## src/rtl/reabastecimento_rolhas_pkg.sv

```systemverilog
// Shared state encoding and default constants for the cork refill controller.
package reabastecimento_rolhas_pkg;

  typedef enum logic [2:0] {
    ST_IDLE,
    ST_PEDIDO,
    ST_CARGA,
    ST_ESPERA_SOLTA,
    ST_FALHA
  } estado_t;

  localparam int LOTE_PADRAO    = 20;
  localparam int MAXIMO_PADRAO  = 99;
  localparam int LIMIAR_PADRAO  = 5;
  localparam int TIMEOUT_PADRAO = 255;

endpackage

```

## src/rtl/reabastecimento_rolhas_soma_saturada.sv

```systemverilog
// Saturating adder: min(count + LOTE, MAXIMO), computed in 8 bits.
module soma_saturada
  import reabastecimento_rolhas_pkg::*;
#(
  parameter int LOTE   = LOTE_PADRAO,
  parameter int MAXIMO = MAXIMO_PADRAO
) (
  input  logic [6:0] count,
  output logic [6:0] soma
);

  localparam logic [7:0] LOTE_W   = 8'(LOTE);
  localparam logic [7:0] MAXIMO_W = 8'(MAXIMO);

  logic [7:0] soma_bruta;

  assign soma_bruta = {1'b0, count} + LOTE_W;
  assign soma       = (soma_bruta > MAXIMO_W) ? MAXIMO_W[6:0] : soma_bruta[6:0];

endmodule

```

## src/rtl/reabastecimento_rolhas.sv

```systemverilog
// Cork refill controller: requests a batch, loads the counter, counts refills.
// Optional refill timeout fault is enabled by defining REFILL_TIMEOUT_EN.
module reabastecimento_rolhas
  import reabastecimento_rolhas_pkg::*;
#(
  parameter int LOTE    = LOTE_PADRAO,
  parameter int MAXIMO  = MAXIMO_PADRAO,
  parameter int LIMIAR  = LIMIAR_PADRAO,
  parameter int TIMEOUT = TIMEOUT_PADRAO
) (
  input  logic       CLOCK,
  input  logic       RESET,
  input  logic [6:0] COUNT,
  input  logic       ZERO,
  input  logic       PROD_EN,
  input  logic       MANUAL,
  input  logic       ACK,
  output logic       ENABLE,
  output logic       LOAD,
  output logic [6:0] DADOS,
  output logic       PEDIDO_REQ,
  output logic       ALARME,
  output logic       FALHA,
  output logic [7:0] N_RECARGAS
);

  localparam logic [6:0] LIMIAR_W = 7'(LIMIAR);

  estado_t    state_q, state_d;
  logic [7:0] n_recargas_q, n_recargas_d;
  logic       alarme_q, alarme_d;
  logic       estoque_baixo;
  logic [6:0] soma;

`ifdef REFILL_TIMEOUT_EN
  localparam logic [7:0] TIMEOUT_W = 8'(TIMEOUT);
  logic [7:0] tmo_q, tmo_d;
`endif

  soma_saturada #(
    .LOTE   (LOTE),
    .MAXIMO (MAXIMO)
  ) u_soma (
    .count (COUNT),
    .soma  (soma)
  );

  assign estoque_baixo = (COUNT <= LIMIAR_W);

  always_comb begin
    state_d      = state_q;
    n_recargas_d = n_recargas_q;
    alarme_d     = estoque_baixo;
`ifdef REFILL_TIMEOUT_EN
    tmo_d        = tmo_q;
`endif
    case (state_q)
      ST_IDLE: begin
        if (ZERO || (MANUAL && estoque_baixo)) begin
          state_d = ST_PEDIDO;
`ifdef REFILL_TIMEOUT_EN
          tmo_d   = '0;
`endif
        end
      end
      ST_PEDIDO: begin
        if (ACK) begin
          state_d = ST_CARGA;
        end
`ifdef REFILL_TIMEOUT_EN
        else if (tmo_q == TIMEOUT_W - 8'd1) begin
          state_d = ST_FALHA;
        end else begin
          tmo_d = tmo_q + 8'd1;
        end
`endif
      end
      ST_CARGA: begin
        state_d      = ST_ESPERA_SOLTA;
        n_recargas_d = n_recargas_q + 8'd1;
      end
      ST_ESPERA_SOLTA: begin
        if (!ACK) state_d = ST_IDLE;
      end
      ST_FALHA: state_d = ST_FALHA;
      default:  state_d = ST_IDLE;
    endcase
  end

  always_ff @(posedge CLOCK or posedge RESET) begin
    if (RESET) begin
      state_q      <= ST_IDLE;
      n_recargas_q <= '0;
      alarme_q     <= 1'b0;
    end else begin
      state_q      <= state_d;
      n_recargas_q <= n_recargas_d;
      alarme_q     <= alarme_d;
    end
  end

`ifdef REFILL_TIMEOUT_EN
  always_ff @(posedge CLOCK or posedge RESET) begin
    if (RESET) tmo_q <= '0;
    else       tmo_q <= tmo_d;
  end
  assign FALHA = (state_q == ST_FALHA);
`else
  assign FALHA = 1'b0;
`endif

  // ENABLE is combinational from PROD_EN, so RESET gates it to hold it low during reset
  assign ENABLE     = PROD_EN && (state_q == ST_IDLE) && !ZERO && !RESET;
  assign LOAD       = (state_q == ST_CARGA);
  assign DADOS      = (state_q == ST_CARGA) ? soma : 7'd0;
  assign PEDIDO_REQ = (state_q == ST_PEDIDO);
  assign ALARME     = alarme_q;
  assign N_RECARGAS = n_recargas_q;

endmodule

```

## config.mk

```make
export PLATFORM = sky130hd
export DESIGN_NAME = reabastecimento_rolhas
export DESIGN_NICKNAME = d
export VERILOG_FILES = /design/src/rtl/reabastecimento_rolhas_pkg.sv /design/src/rtl/reabastecimento_rolhas_soma_saturada.sv /design/src/rtl/reabastecimento_rolhas.sv
export SDC_FILE = /design/constraint.sdc
export NUM_CORES = 1
export LEC_CHECK = 0
export CORE_MARGIN = 4
export CORE_UTILIZATION = 44
export CTS_CLUSTER_DIAMETER = 200
export DETAILED_ROUTE_END_ITERATION = 8
export PLACE_DENSITY = 0.83
export SLEW_MARGIN = 30
export SYNTH_ARGS = -nofsm -noshare
export SYNTH_HDL_FRONTEND = slang
export SYNTH_SLANG_ARGS = --single-unit
```

## constraint.sdc

```tcl
create_clock -name CLOCK -period 4.1 [get_ports CLOCK]
set_clock_uncertainty 0.15 [all_clocks]
set_input_delay 0.615 -clock CLOCK [delete_from_list [all_inputs] [get_ports CLOCK]]
set_output_delay 0.615 -clock CLOCK [all_outputs]
set_load 0.03 [all_outputs]
```

# [Word level (Yosys, flattened, before mapping)]
# Cells that the tools add are included.
[classes] add_sub_neg=2 mul=0 div_mod_pow=0 magnitude_cmp=2 eq_ne=7 shifts=0 mux=6 n_bitwise=0 reduce_logical=9
[op_table] op="$pmux W3 S5" n=1
[op_table] op="$mux W7" n=2
[op_table] op="$mux W3" n=3
[op_table] op="$add A7 B5 Y8 const B" n=1
[op_table] op="$add A8 B1 Y8 const B" n=1
[op_table] op="$gt A8 B7 Y1 const B" n=1
[op_table] op="$le A7 B3 Y1 const B" n=1
[op_table] op="$eq A3 B2 Y1 const B" n=2
[op_table] op="$ne A2 B2 Y1 const B" n=3
[op_table] op="$logic_and A1 B1 Y1" n=4
[op_table] op="$eq A3 B1 Y1 const B" n=1
[op_table] op="$eq A3 B3 Y1 const B" n=1
[op_table] op="$logic_not A3 Y1" n=1
[op_table] op="$reduce_and A3 Y1" n=1
[op_table] op="$logic_not A1 Y1" n=2
[op_table] op="$logic_or A1 B1 Y1" n=1
[totals] register_bits=12 latch_bits=0 ram_bits=0 romBits=0 in_bits=13 output_inout_bits=20 mem_count=0

# [Logic depth before layout (Yosys ltp)]
# Gate-level depths: netlist of run 1.
[logic_depth] word_depth=5 depth_mapped=6 depth_no_buf=5

# [Cells and area by module]
# A second synthesis of run 1 with hierarchy kept.
[hier_totals] cells_unflattened=84 area_unflattened_um2=805.8
[by_module_without_submodules] module="reabastecimento_rolhas" instances=1 cells_per_inst=54 area_each_um2=603.1 seq_area_each_um2=300.3
[by_module_without_submodules] module="soma_saturada" instances=1 cells_per_inst=30 area_each_um2=202.7 seq_area_each_um2=0.0

# [Worst setup path after synthesis of run 1]
# OpenSTA, ideal clock, no wires.
[synth_path] kind="input-to-output" start="in COUNT[2]" end="out DADOS[4]" arrival_ns=2.209 t_required_ns=3.335 path_slack_ns=1.126 path_stages=4 path_buffers=0 path_cell_list="ha_1 nor3b_1 a2111oi_4 nor4_1"
[synth_via] elab_chain_cells=4
[synth_rtl] element="start: declaration" line="reabastecimento_rolhas.sv:13" text="input logic [6:0] COUNT,"
[synth_rtl] element="$add A7 B5 Y8 *" line="reabastecimento_rolhas_soma_saturada.sv:17" text="assign soma_bruta = {1'b0, count} + LOTE_W;"
[synth_rtl] element="$gt A8 B7 Y1" line="reabastecimento_rolhas_soma_saturada.sv:18" text="assign soma = (soma_bruta > MAXIMO_W) ? MAXIMO_W[6:0] : soma_bruta[6:0];"
[synth_rtl] element="$mux W7 *" line="reabastecimento_rolhas_soma_saturada.sv:18"
[synth_rtl] element="$mux W7 *" line="reabastecimento_rolhas.sv:115" text="assign DADOS = (state_q == ST_CARGA) ? soma : 7'd0;"
[synth_rtl] element="end: declaration" line="reabastecimento_rolhas.sv:20" text="output logic [6:0] DADOS,"
# Every way passes the cells marked *; elsewhere a longest branch is shown, timed or not.

# [Worst setup path in the final report of run 1]
[layout_path] start="in COUNT[2]" end="out DADOS[0]"
[layout_via] elab_chain_cells=4
[layout_rtl] element="$add A7 B5 Y8" line="reabastecimento_rolhas_soma_saturada.sv:17"
[layout_rtl] element="$gt A8 B7 Y1" line="reabastecimento_rolhas_soma_saturada.sv:18"
[layout_rtl] element="$mux W7" line="reabastecimento_rolhas_soma_saturada.sv:18"
[layout_rtl] element="$mux W7" line="reabastecimento_rolhas.sv:115"
# Every way passes these cells.

==> impl_metrics.py, run 1 <==
metrics = {
    "global_routing": {
        "grt_pass1_wl_um": 3030,
        "grt_remaining_overflow": 0,
        "track_usage_pct": 16.2,
        "grt_pass1_vias": 668,
        "grt_max_degree": 13,
        "antenna_found_initial": 0,
    },
    "power": {
        "p_leak_nw": 0.476,
        "peakVddDrop_v": 0.000265,
        "cellPowerDensity_nw_per_um2": 566,
        "power.total_mw": 0.627,
    },
    "finish": {
        "area_growth_pct": 46.4,
        "final.fill_count": 121,
        "final_cell_area_sq_um": 1110,
        "multiInputGateArea_sq_um": 419,
        "regArea_sq_um": 300,
        "insertedDiodeCount": 0,
        "fin_util_pct": 71.1,
        "finalNetCount": 128,
        "fin_cells": 127,
        "drive_above_1_share_pct": 8.11,
    },
    "min_path": {
        "hold-path-cell-count": 1,
        "holdCritPathClass": "register to register",
    },
    "synthesis": {
        "yosys_warnings": 0,
        "syn_nets": 94,
        "yosysSeqAreaShare_pct": 39.7,
        "avgSynthCellArea_sq_um": 9.70,
        "async_reset_ff_share_pct": 100,
        "synth-edff-count": 0,
        "netlist_area_sq_um": 757,
        "ys_ff_latch": 12,
        "dominantRegCellSynth": "dfrtp_1",
        "synth.distinct_cells": 32,
        "synth_cells": 78,
    },
    "clock_network": {
        "cts-root-buf": "clkbuf_4",
        "post_cts_resized": 0,
        "htreeDepth": 1,
        "ctsHoldBuffers": 0,
        "insertion_delay_ps": 270,
        "post_cts_buffers": 0,
        "cts_buffer_depth": 2,
        "cts_tree": "yes",
        "clkTransAtPathRegs_ps": 80,
        "cts_sinks": 12,
        "numCtsBuffers": 3,
    },
    "worst_setup_path": {
        "critPathRequiredTime_ps": 3340,
        "worst_ep_arrival_time_ps": 2960,
        "startpoint_type": "input pin",
        "r2r_cells": 4,
        "critPathMaxFanout": 7,
        "crit_type": "input pin to output port",
        "worst_setup_path_end_kind": "output port",
    },
    "timing": {
        "finalSetupTns_ps": 0,
        "finalHoldViolCount": 0,
        "holdWs_ps": 328,
        "rsz0062_at_grt": "no",
        "slew_violations": 0,
        "finalCriticalPeriod_ps": 3730,
        "setup_slack_ps": 371,
        "period_share_pct": 90.9,
        "setup-violations-final": 0,
        "max_freq_ghz": 0.268,
    },
    "routing": {
        "vias_per_cell": 5.61,
        "drt_iter0_markers": 23,
        "num_vias": 713,
        "antenna_left": 0,
        "drtPass1Iterations": 4,
        "wl_per_cell_um": 14.1,
        "drc_errors": 0,
        "drt-total-wl_um": 1790,
    },
    "floorplan": {
        "rows": 14,
        "dieArea_sq_um": 2450,
        "ioPinCount": 33,
        "die_h_um": 49.5,
        "die_w_um": 49.5,
        "start_util_pct": 48.6,
        "core_area_sq_um": 1560,
    },
    "placed_design": {
        "place_area_sq_um": 1070,
        "place_congestion": 0.786,
        "hpwl_um": 1360,
        "io_buffers": 31,
        "place_inst": 123,
        "pre_cts_ws_ps": 374,
    },
    "run_status": {
        "status": "finished, final reports clean",
    },
    "run": {
        "maxCapViolations": 0,
    },
}
## synthesized netlist by cell type, types with 2 or more instances
cell     number  share of area, %
nand4_1       2               1.7
buf_4         2               2.0
ha_1          3               5.0
a21oi_1       3               2.0
inv_1         6               3.0
xnor2_1       6               6.9
and3b_1       2               2.3
nand2_1       5               2.5
and2_1        3               2.5
o21a_1        2               2.0
nor3b_1       2               2.0
nand3_1       4               2.6
dfrtp_1      12                40
o21ai_0       2               1.3
nor3_1        4               2.6
nor2_1        3               1.5
nor4_1        2               1.7
## cell type report
class,count,area share (%)
multi-input combinational,58,37.8
timing repair buffer,31,28.0
sequential,12,27.1
clock buffer,4,3.27
inverter,6,2.03
tap,16,1.81
## sequential cells by signal (all words and copies together), names as in the netlist
register,cells
ALARME,1
N_RECARGAS,8
state_q,3
## cell usage in the layout, fill, tap and decap left out, types with 2 or more instances in the layout
| cell | n |
|---|---|
| a21oi_1 | 3 |
| and2_1 | 3 |
| and3b_1 | 2 |
| clkbuf_4 | 3 |
| clkdlybuf4s50_1 | 31 |
| dfrtp_1 | 12 |
| ha_1 | 3 |
| inv_1 | 6 |
| nand2_1 | 5 |
| nand3_1 | 4 |
| nand4_1 | 2 |
| nor2_1 | 3 |
| nor3_1 | 4 |
| nor3b_1 | 2 |
| nor4_1 | 2 |
| o21a_1 | 2 |
| o21ai_0 | 2 |
| xnor2_1 | 6 |
## worst max-delay path, cell delays in order
cell and delay [ps]:
clkdlybuf4s50_1 540, ha_1 320, nor2b_2 190, a2111oi_4 470
o21a_1 170, clkdlybuf4s50_1 660
## routing by layer
layer	vias up	track usage (%)	part of all wire (%)
met3	6	4.22	8.5
met5	-	0	0
met4	0	8.29	2.1
met2	40	27.0	49
met1	325	19.0	40
li1	342	-	-
## worst paths after layout
path	startpoint	end	slack (ps)
setup reg to reg	state_q[0]	N_RECARGAS[1]	2380
hold / removal	N_RECARGAS[7]	N_RECARGAS[7]	330
hold reg to reg	N_RECARGAS[7]	N_RECARGAS[7]	330
max in group asynchronous	RESET	N_RECARGAS[4]	2950
setup / recovery	COUNT[2]	DADOS[0]	370
min in group asynchronous	RESET	state_q[0]	540
## power by group
part	internal, mW	total [mW]	switching, mW
Sequential	0.152	0.196	0.0442
Combinational	0.148	0.335	0.188
Clock	0.0539	0.0955	0.0416
## logic make-up (layout without fill, tap and decap cells)
family / Yosys count / after routing / share of synthesized area [%]
simple gates: 33 / 33 / 25.5
fa+ha+maj: 3 / 3 / 4.96
flops: 12 / 12 / 39.7
buf+inv: 8 / 41 / 4.96
compound gates: 13 / 13 / 14.9
mux: 1 / 1 / 1.49
xor+xnor: 7 / 7 / 8.10
other cells: 1 / 1 / 0.495
Power figures use the tool's default switching activity.
==> run 2, diff against run 1 <==
==> constraint.sdc (replaced) <==
create_clock -name CLOCK -period 4.5 [get_ports CLOCK]
set_clock_uncertainty 0.15 [all_clocks]
set_input_delay 0.675 -clock CLOCK [delete_from_list [all_inputs] [get_ports CLOCK]]
set_output_delay 0.675 -clock CLOCK [all_outputs]
set_load 0.03 [all_outputs]
==> run 2 against run 1 <==
  * Cell count unchanged
  * Clock power decreased by 7.9%
  * Worst setup slack improved by 290 ps
  * Critical path depth unchanged
  * Critical endpoint unchanged
  * Largest power group unchanged
==> impl_metrics.py, run 2 (synthesis gave the netlist of run 1 again) <==
metrics = {
    "power": {
        "cellPowerDensity_nw_per_um2": 516,
        "peakVddDrop_v": 0.000254,
        "p_leak_nw": 0.476,
    },
    "clock_network": {
        "cts_tree": "yes",
        "clkTransAtPathRegs_ps": 80,
        "ctsHoldBuffers": 0,
        "cts-root-buf": "clkbuf_4",
        "insertion_delay_ps": 270,
        "htreeDepth": 1,
        "post_cts_buffers": 0,
        "numCtsBuffers": 3,
        "cts_buffer_depth": 2,
        "cts_sinks": 12,
        "post_cts_resized": 0,
    },
    "global_routing": {
        "grt_remaining_overflow": 0,
        "track_usage_pct": 16.1,
        "grt_pass1_vias": 674,
        "grt_max_degree": 13,
        "antenna_found_initial": 0,
        "grt_pass1_wl_um": 3060,
    },
    "worst_setup_path": {
        "critPathRequiredTime_ps": 3670,
        "cp_common_cell": "clkdlybuf4s50_1",
        "critPathLaunch": "COUNT[2]",
        "endpoint": "DADOS[0]",
        "cp_num_cells": 6,
        "cp_slowest_stage_delay_ps": 670,
        "reg2reg_to": "N_RECARGAS[1]",
        "crit_type": "input pin to output port",
        "startpoint_type": "input pin",
        "worst_setup_path_end_kind": "output port",
        "r2r-start": "state_q[0]",
        "regToRegSetupSlack_ps": 2770,
        "r2r_cells": 4,
        "crit_chain": "clkdlybuf4s50_1 -> ha_1 -> nor2b_2 -> a2111oi_4 -> o21a_1 -> clkdlybuf4s50_1",
        "worst_ep_arrival_time_ps": 3020,
        "cp_top_family": "buffers and inverters",
        "slowest_stage": "clkdlybuf4s50_1",
        "crit_buf_inv": 2,
        "critPathMaxFanout": 7,
    },
    "routing": {
        "drtPass1Iterations": 4,
        "drc_errors": 0,
        "num_vias": 695,
        "wl_per_cell_um": 14.1,
        "vias_per_cell": 5.47,
        "antenna_left": 0,
        "drt-total-wl_um": 1790,
        "drt_iter0_markers": 8,
    },
    "timing": {
        "slew_violations": 0,
        "setup-violations-final": 0,
        "finalSetupTns_ps": 0,
        "finalCriticalPeriod_ps": 3840,
        "period_share_pct": 85.4,
        "finalHoldViolCount": 0,
        "max_freq_ghz": 0.260,
        "rsz0062_at_grt": "no",
    },
    "floorplan": {
        "die_h_um": 49.5,
        "dieArea_sq_um": 2450,
        "start_util_pct": 48.6,
        "die_w_um": 49.5,
        "rows": 14,
        "ioPinCount": 33,
        "core_area_sq_um": 1560,
    },
    "run_status": {
        "status": "finished, final reports clean",
    },
    "finish": {
        "finalNetCount": 128,
        "fin_util_pct": 71.1,
        "area_growth_pct": 46.4,
        "drive_above_1_share_pct": 8.11,
        "final_cell_mix": "clkdlybuf4s50_1 (31), dfrtp_1 (12), inv_1 (6), xnor2_1 (6), nand2_1 (5)",
        "largest_reg_flops": 8,
        "layout_commonest_cell": "clkdlybuf4s50_1",
        "final.fill_count": 117,
        "insertedDiodeCount": 0,
    },
    "run": {
        "maxCapViolations": 0,
    },
    "min_path": {
        "hp-start": "N_RECARGAS[7]",
        "holdCritPathClass": "register to register",
    },
    "placed_design": {
        "place_congestion": 0.786,
        "io_buffers": 31,
        "hpwl_um": 1340,
    },
}
==> run 2: cell counts in the layout (fill, tap and decap cells not counted) <==
No cell type changed its count.
==> run 2: final cells by class <==
class | count | area, sq um | area share (%)
multi-input cells | 58 | 419 | 37.8
repair buffers | 31 | 310 | 28.0
flip-flops and latches | 12 | 300 | 27.1
clock buffers | 4 | 36.3 | 3.27
inverters | 6 | 22.5 | 2.03
well taps | 16 | 20.0 | 1.81
==> run 2: routing by layer <==
metal	GRT usage (%)	vias up	share of wire, %
met2	25.9	26	48
met1	19.7	318	44
li1	-	347	-
met3	4.52	4	6.6
met5	0	-	0
met4	7.83	0	1.6
==> run 2: power breakdown <==
| group | leakage [nW] | switching, mW | internal, mW |
|---|---|---|---|
| Clock | 0.0210 | 0.0389 | 0.0491 |
| Combinational | 0.301 | 0.171 | 0.134 |
| Sequential | 0.154 | 0.0407 | 0.139 |
| Total | 0.476 | 0.250 | 0.322 |
==> run 2: worst min-delay path by stage <==
stage	end	depth (start not counted)
2_1_floorplan	state_q[1]	1
3_3_place_gp	N_RECARGAS[7]	1
3_5_place_dp	N_RECARGAS[7]	1
4_1_cts	N_RECARGAS[7]	1
5_1_grt	state_q[1]	1
6_report	N_RECARGAS[7]	1
==> run 2: metrics by stage <==
| step | hold WS [ps] | total power, mW | worst slack, ps | area (sq um) | cells |
|---|---|---|---|---|---|
| after CTS | 337 | 0.574 | 652 | 1110 | 127 |
| after floorplan | 305 | 0.364 | 1410 | 757 | 78 |
| after global routing | 371 | 0.605 | 535 | 1110 | 127 |
| after global placement | 311 | 0.479 | 744 | 1070 | 123 |
| final | 328 | 0.572 | 656 | 1110 | 127 |
| after detailed placement | 327 | 0.485 | 652 | 1070 | 123 |
==> variant: new RTL, flow settings as in run 2 <==
Add a define of `REFILL_TIMEOUT_EN`.
--- a/src/rtl/reabastecimento_rolhas.sv
+++ b/src/rtl/reabastecimento_rolhas.sv
@@ -1,5 +1,7 @@
 // Cork refill controller: requests a batch, loads the counter, counts refills.
 // Optional refill timeout fault is enabled by defining REFILL_TIMEOUT_EN.
+`define REFILL_TIMEOUT_EN
+
 module reabastecimento_rolhas
   import reabastecimento_rolhas_pkg::*;
 #(
Formal check against the unedited RTL: no difference found for any inputs over 10 cycles, from zero or initial values and one cycle with RESET high; that may be too few to reach the edited logic, so the function may still have changed.
==> variant against run 2 <==
Total power rose by 52%; critical endpoint is now DADOS[4]; design area increased by 46%; register-to-register slack worse by 390 ps; synthesized cell count up 69%; wire length rose by 59%; sequential cell count up 8; clock power increased by 69%; hold slack improved by 3.5 ps; largest power group unchanged; sequential power rose by 73%; combinational power is 34% higher; synthesized area up 63%; non-clock buffer count up 2; worst setup slack worse by 75 ps.
==> variant: results (changes against run 2) <==
Drt
  – Drt first-iter violations: 42 (was 8)
  – Drt wl/cell: 14.6 um (was 14.1 um)
  – DRT Pass-1 Iters: 3 (was 4)
  – DR vias/cell: 5.47 (about the same)
  – Routed WL: 2830 um (was 1790 um)

Synthesis
  – Mean Syn Cell Area: 9.33 um^2 (was 9.70 um^2)
  – Netlist cell types: 38 (was 32)
  – Most used DFF post-synth: dfrtp_1 (unchanged)
  – Synth cell count leaders: dfrtp_1, inv_1, nor2_1 (was dfrtp_1, inv_1, xnor2_1)
  – Register area share after synthesis: 40.7% (was 39.7%)
  – Synth warnings: 0 (unchanged)
  – Synth async-reset ratio: 100% (unchanged)
  – Top cells by area, synth: dfrtp_1, ha_1, inv_1, nor2_1, o21ai_0 (was dfrtp_1, xnor2_1, ha_1, a2111oi_4, inv_1)
  – Post-synth EDFFs: 0 (unchanged)
  – Synth Net Count: 150 (was 94)

Layout
  – Share of cells above drive strength 1: 8.54% (was 8.11%)
  – FILL cells: 225 (was 117)
  – Antenna cells: 0 (unchanged)
  – Post-layout nets: 183 (was 128)

Clocking
  – # Post-CTS Setup Buffers: 0 (unchanged)
  – Num CTS Buffers: 3 (unchanged)
  – Clock slew at reported path FFs: 120 ps (was 80 ps)
  – CTS root buffer: clkbuf_4 (unchanged)
  – Post-CTS sizing: 0 (unchanged)
  – Skew-Pair Late Insertion Delay: 310 ps (was 270 ps)
  – Clock Tree Buf Depth: 2 (unchanged)
  – H-tree levels: 1 (unchanged)

Setup path
  – Critical path's slowest cell: clkdlybuf4s50_1 (unchanged)
  – Max FO, Critical Path: 5 (was 7)
  – Critical Path AT: 3090 ps (was 3020 ps)
  – Slowest stage delay, CP: 670 ps (about the same)

Global route
  – GRT Overall Usage: 17.6% (was 16.1%)
  – Initial antenna violation count: 0 (unchanged)
  – First-pass GRT wire length: 4760 um (was 3060 um)
  – Vias in the first global route: 1103 (was 674)
  – Largest net degree at the start of global routing: 21 (was 13)

Power and ir drop
  – VDD IR max: 0.000358 V (was 0.000254 V)
  – P_leak: 0.687 nW (was 0.476 nW)
  – Internal: 0.502 mW (was 0.322 mW)

Place
  – Post-DP HPWL: 2150 um (was 1340 um)
  – Placed Cells: 190 (was 123)
  – Pre-CTS WS: 623 ps (was 652 ps)
  – PortBufs: 32 (was 31)
  – Final GP Congestion: 0.791 (was 0.786)
  – Area after DPL: 1570 um^2 (was 1070 um^2)

Timing
  – Slew at the pin closest to its max-slew limit: 752 ps

Min path
  – HP Class: register to register (unchanged)

Outcome
  – Status: completed (unchanged)
## variant: cell types whose count changed after synthesis, moves of 3 or more
cell	delta
inv_1	+8
xor2_1	+3
o21ai_0	+5
mux2i_1	+3
nor2_1	+11
dfrtp_1	+8
## variant: worst paths after layout
kind                                    start             to  slack (ps)  cells after the start
worst max register to register       tmo_q[0]       tmo_q[1]        2380                      6
max in group asynchronous               RESET       tmo_q[0]        3060                      2
min in group asynchronous               RESET       tmo_q[7]         670                      2
worst max-delay path                 COUNT[2]       DADOS[4]         580                      8
worst min-delay path            N_RECARGAS[7]  N_RECARGAS[7]         330                      1
worst min register to register  N_RECARGAS[7]  N_RECARGAS[7]         330                      1
## variant: cells by family (layout without fill, tap and decap cells)
group / after synthesis / count (layout) / share of synthesized area [%]
flops: 20 / 20 / 40.7
fa+ha+maj: 6 / 6 / 5.89
xor+xnor: 8 / 8 / 5.69
mux: 5 / 5 / 4.57
simple gates: 48 / 48 / 20.1
compound gates: 26 / 26 / 16.4
buf+inv: 19 / 51 / 6.71
## variant: worst max-delay path: cells and delay by family
| kind | cells | cell delay (ps) |
|---|---|---|
| buf+inv | 3 | 1280 |
| simple gates | 2 | 260 |
| fa+ha+maj | 2 | 580 |
| compound gates | 1 | 280 |
## variant: area by class of cell
| class | count | area, um^2 | share of cell area [%] |
|---|---|---|---|
| Clock inverter | 1 | 30.0 | 1.85 |
| Timing Repair Buffer | 33 | 328 | 20.2 |
| Multi-Input combinational cell | 93 | 648 | 40.0 |
| Tap cell | 30 | 37.5 | 2.32 |
| Inverter | 14 | 52.6 | 3.25 |
| Sequential cell | 20 | 500 | 30.9 |
| Clock buffer | 3 | 22.5 | 1.39 |
## variant: metrics by stage
step	util, %	hold WS (ps)
after floorplan	-	349
after global placement	61.0	310
after detailed placement	61.0	318
after CTS	63.1	336
after global routing	63.1	365
final	63.1	331
## variant: power groups by stage
stage          clock (mW)  combinational (mW)  sequential, mW
6_report            0.149               0.410           0.309
5_1_grt             0.160               0.444           0.319
4_1_cts             0.153               0.414           0.307
3_5_place_dp            0               0.411           0.311
3_3_place_gp            0               0.400           0.306
2_1_floorplan           0               0.247           0.323
## variant: metal layers
layer  track usage (%)  up-vias  share of wire (%)
li1                  -      525                  -
met1              18.8      501                 43
met2              29.9       29                 48
met3              5.32        6                5.7
met4              11.5        0                3.0
met5                 0        -                  0
